File: src/rtl/da_convert.sv
// Expands a 1-bit-per-pixel bitmap into 8-bit gray SRAM words, two pixels per word.
// Optional macro DA_CONVERT_INVERT_EN adds i_invert to swap FG/BG for a whole frame.
module da_convert #(
  parameter int         N_ROWS  = 160,
  parameter int         N_WORDS = 80,
  parameter logic [7:0] FG      = 8'hFF,
  parameter logic [7:0] BG      = 8'h00
) (
  input  logic        i_clk,
  input  logic        i_rst,
  input  logic        i_start,
  input  logic [19:0] i_begin_addr,
`ifdef DA_CONVERT_INVERT_EN
  input  logic        i_invert,
`endif
  output logic [7:0]  o_row,
  output logic [7:0]  o_column,
  input  logic [1:0]  i_data,
  output logic [19:0] o_sram_addr,
  output logic [15:0] o_sram_data,
  output logic        o_sram_we,
  input  logic        i_sram_ready,
  output logic        o_finished
);

  typedef enum logic [1:0] {
    IDLE  = 2'd0,
    ADDR  = 2'd1,
    DATA  = 2'd2,
    WRITE = 2'd3
  } state_t;

  state_t      state_r;
  state_t      state_s;
  logic [7:0]  row_r;
  logic [6:0]  word_r;
  logic        accept_s;
  logic        last_s;
  logic        invert_s;

`ifdef DA_CONVERT_INVERT_EN
  logic        invert_r;
  assign invert_s = invert_r;
`else
  assign invert_s = 1'b0;
`endif

  function automatic logic [7:0] map_pixel(input logic pix, input logic inv);
    return (pix ^ inv) ? FG : BG;
  endfunction

  assign accept_s = (state_r == WRITE) && i_sram_ready;
  assign last_s   = (row_r == 8'(N_ROWS - 1)) && (word_r == 7'(N_WORDS - 1));
  assign o_row    = row_r;
  assign o_column = {word_r, 1'b0};

  // State register
  always_ff @(posedge i_clk or posedge i_rst) begin
    if (i_rst) begin
      state_r <= IDLE;
    end else begin
      state_r <= state_s;
    end
  end

  // Next-state logic; i_start outside IDLE has no effect
  always_comb begin
    state_s = state_r;
    case (state_r)
      IDLE: begin
        if (i_start) begin
          state_s = ADDR;
        end else begin
          state_s = IDLE;
        end
      end
      ADDR:  state_s = DATA;
      DATA:  state_s = WRITE;
      WRITE: begin
        if (accept_s) begin
          state_s = last_s ? IDLE : ADDR;
        end else begin
          state_s = WRITE;
        end
      end
      default: state_s = IDLE;
    endcase
  end

  // Counters, address and registered write outputs
  always_ff @(posedge i_clk or posedge i_rst) begin
    if (i_rst) begin
      row_r       <= 8'd0;
      word_r      <= 7'd0;
      o_sram_addr <= 20'd0;
      o_sram_data <= 16'd0;
      o_sram_we   <= 1'b0;
      o_finished  <= 1'b1;
`ifdef DA_CONVERT_INVERT_EN
      invert_r    <= 1'b0;
`endif
    end else begin
      case (state_r)
        IDLE: begin
          if (i_start) begin
            o_sram_addr <= i_begin_addr;
            row_r       <= 8'd0;
            word_r      <= 7'd0;
`ifdef DA_CONVERT_INVERT_EN
            invert_r    <= i_invert;
`endif
          end
        end
        DATA: begin
          o_sram_data <= {map_pixel(i_data[1], invert_s), map_pixel(i_data[0], invert_s)};
        end
        WRITE: begin
          if (accept_s) begin
            o_sram_addr <= o_sram_addr + 20'd1;
            if (word_r == 7'(N_WORDS - 1)) begin
              word_r <= 7'd0;
              row_r  <= row_r + 8'd1;
            end else begin
              word_r <= word_r + 7'd1;
            end
          end
        end
        default: begin
        end
      endcase
      o_sram_we  <= (state_s == WRITE);
      o_finished <= (state_s == IDLE);
    end
  end

endmodule

File: config.mk
export PLATFORM = sky130hd
export DESIGN_NAME = da_convert
export DESIGN_NICKNAME = d
export VERILOG_FILES = /design/src/rtl/da_convert.sv
export SDC_FILE = /design/constraint.sdc
export NUM_CORES = 1
export LEC_CHECK = 0
export ABC_AREA = 1
export ABC_CLOCK_PERIOD_IN_PS = 1340
export CAP_MARGIN = 20
export CORE_MARGIN = 1
export CORE_UTILIZATION = 43
export CTS_CLUSTER_SIZE = 30
export DETAILED_ROUTE_END_ITERATION = 10
export PLACE_DENSITY_LB_ADDON = 0.2
export SKIP_CTS_REPAIR_TIMING = 1
export SLEW_MARGIN = 40
export SYNTH_ARGS = -nofsm -noshare
export SYNTH_HDL_FRONTEND = slang
export SYNTH_SLANG_ARGS = --single-unit
File: constraint.sdc
create_clock -name i_clk -period 1.34 [get_ports i_clk]
set_input_delay 0.335 -clock i_clk [delete_from_list [all_inputs] [get_ports i_clk]]
set_output_delay 0.335 -clock i_clk [all_outputs]
set_load 0.005 [all_outputs]
==> metrics.txt, run 1 <==
number of warnings issued by yosys=0; via/cell ratio=5.62; count of vias placed by the detailed router=3435; total count of max-transition violations in the final report=0; top library cells by usage in the layout, fill and taps aside=nand2_1, buf_4, dlymetal6s2s_1, inv_1, dfrtp_1; initial standard-cell utilization of the core=45.0%; placed standard-cell area=3860 sq um; distinct cell type count of the synthesized netlist=38; number of global-route vias before repair=2703; height of the die=80.9 microns; setup slack of the critical path after layout=-0.360 ns; width of the die=80.9 microns; combined area of all synthesized cells=2680 sq um; DRC violations left=0; detailed placement HPWL=5200 microns; multiplexer area fraction after synthesis=0.841%; H-tree depth=2; Util after Layout=83.5%; commonest non-fill, non-tap cell in the layout=nand2_1; synth-to-layout area growth=85.7%; Finished Cell Area=4970 sq um; combinational fraction of design power=68.1%; Critical Setup Path Class=reg2reg; count of mapped cells out of synthesis=373; number of placed instances with taps included=555; worst slack at placement=-0.285 ns; P_sw=4860 uW; number of synthesized register bits=41; number of antenna violations at the first check in global routing=0; Period Utilization, post-route=127%; share of the yosys chip area belonging to registers=38.4%; worst supply voltage drop on vdd=1.31 mV; arrival time reported for the critical path endpoint=1.89 ns; leakage=0.00280 uW; Fmax=588 MHz; worst-skew pair later-pin latency=0.31 ns; Worst Setup End Kind=register; Synth Net Count=402; routed len/inst=17.6 microns; Simple-Gate Fraction of Synth Area=34.2%; nets=564; largest family of logic cells by synthesized area=simple AND/OR/NAND/NOR gates; full die area=6550 sq um; outcome=finished, violations left; count of antenna-violating nets left after detailed routing=0; final number of setup-violating endpoints=42; clock buffer count from CTS=5; Max Root-Sink Buffers=2; violations in the final reports=negative setup slack; number of hold violations in the final report=0; sequential cell fraction of total power=20.6%; routability congestion estimate from global placement=0.849; clock share of power=11.3%; number of filler cells placed in the layout=307; unrepaired setup endpoints after global routing=true; proportion of total power due to net switching=43.3%; # clock sinks=41; xor/xnor share of the synthesized area=1.31%; classification of the worst-slack hold path=in2async; reg-to-reg setup timing slack=-0.36 ns; CP max FO=6; overall routing resource usage=22.6%; total global routing overflow=0; CTS Root Buffer Type=clkbuf_8; adder-cell share of the synthesized area=1.40%; type of origin of the critical path=register; # rows=28; TritonCTS clock tree=done; power density cells=2260 nW/um^2; final WL=10800 microns; ports placed on the boundary=80; post-layout minimum cycle time=1.70 ns; number of DRC violations after detailed-routing iteration 0=239; number of iterations in the first detailed-routing pass=6; final cell count without fillers=611; Clock Skews=0.0103 ns; CP Data Required Time=1.53 ns; share of final-layout standard cells stronger than drive strength 1=40.1%; n_diodes=0; compound-gate portion of the synthesized area=10.6%; average cell area after synthesis=7.18 sq um; Floorplan Core Area=5960 sq um; power after layout=11200 uW; clock-pin slew on the worst setup and hold paths=0.10 ns; Pint=6380 uW; global-route wire length before repair=11600 microns; maximum number of pins on one net before global-route repair=24; number of maximum-capacitance constraint violations=0; count of buffers inserted at the top-level ports=78
## cell type report
cell class / count / area (sq um) / share of cell area [%]
repair buffers: 175 / 1810 / 36.4
multi-input cells: 264 / 1670 / 33.5
flip-flops and latches: 41 / 1030 / 20.8
inverters: 45 / 199 / 4.00
well taps: 75 / 93.8 / 1.89
clock buffers: 5 / 68.8 / 1.38
clock inverters: 3 / 68.8 / 1.38
repair inverters: 3 / 31.3 / 0.629
## path summary, 6_finish.rpt
path	from	endpoint	depth (start not counted)
worst max register to register	o_sram_addr[1]	o_sram_addr[19]	10
worst min register to register	word_r[1]	word_r[1]	2
worst max-delay path	o_sram_addr[1]	o_sram_addr[19]	10
worst min-delay path	i_rst	o_sram_we	3
min in group i_clk	word_r[1]	word_r[1]	2
max in group asynchronous	i_rst	o_finished	3
## cell usage after synthesis (all sizes together)
master,instances,area share (%)
and3,1,0.23
o21a,1,0.28
conb,1,0.14
inv,45,6.7
nand3b,3,0.84
nand3,34,6.5
or2,6,1.4
a21oi,16,3.4
nand4,6,1.4
nor3,4,0.75
buf,24,6.5
xor2,3,0.98
ha,3,1.4
nor2,47,8.0
o21ai,27,5.5
o22ai,3,0.70
nor3b,1,0.28
dfstp,1,0.98
xnor2,1,0.33
mux2,2,0.84
dfrtp,40,37
nand2,102,15
a31oi,2,0.70
## registers in the layout (all words and copies together), names as in the netlist
signal,count
word_r,7
o_sram_we,1
o_row,8
o_sram_addr,20
o_sram_data,2
o_finished,1
state_r,2
## cell families after synthesis
group	count (synthesis)
AND/OR/NAND/NOR	204
buffers and inverters	69
AO/OA/AOI/OAI	49
flip-flops	41
XOR/XNOR	4
adder cells (fa/ha/maj)	3
multiplexers	2
other	1
## worst max-delay path, stage by stage (launching register included)
cell and delay (ns):
dfrtp_1 0.45, buf_6 0.13, nand2_4 0.05, nor2_4 0.29
nand2_4 0.13, nor2_4 0.16, nand2_1 0.07, nand2_1 0.07
nand3_1 0.09, nand2_1 0.08, nand2_1 0.06
## stage by stage
stage / hold WS, ns / TNS, ns
floorplan: 0.485 / -0.0353
global placement: 0.516 / -6.29
detailed placement: 0.528 / -7.20
CTS: 0.428 / -15.09
global route: 0.454 / -9.44
finish: 0.425 / -7.15
## power groups by stage
stage	Clock [uW]	Combinational, uW	Sequential [uW]
2_1_floorplan	0	2660	2350
3_3_place_gp	0	5200	2300
3_5_place_dp	0	5340	2310
4_1_cts	1250	5360	2300
5_1_grt	1320	8120	2380
6_report	1260	7650	2320
## per-layer routing
| layer | wire, microns | GRT usage [%] |
|---|---|---|
| met5 | 0 | 0 |
| met4 | 581 | 7.68 |
| met3 | 860 | 3.93 |
| met2 | 5490 | 38.8 |
| met1 | 3840 | 28.4 |
Note: power is estimated with default switching activity, not from simulation.
==> run 2: changes to the inputs <==
--- a/config.mk
+++ b/config.mk
@@ -6,7 +6,6 @@
 export NUM_CORES = 1
 export LEC_CHECK = 0
 export ABC_AREA = 1
-export ABC_CLOCK_PERIOD_IN_PS = 1340
 export CAP_MARGIN = 20
 export CORE_MARGIN = 1
 export CORE_UTILIZATION = 43
==> results of run 2 <==
The final DEF is identical to that of run 1; final timing and power are the same.
==> run 3: changes to the inputs <==
--- a/config.mk
+++ b/config.mk
@@ -6,7 +6,6 @@
 export NUM_CORES = 1
 export LEC_CHECK = 0
 export ABC_AREA = 1
-export CAP_MARGIN = 20
 export CORE_MARGIN = 1
 export CORE_UTILIZATION = 43
 export CTS_CLUSTER_SIZE = 30
==> results of run 3 <==
The final DEF is identical to that of run 1; final timing and power are the same.
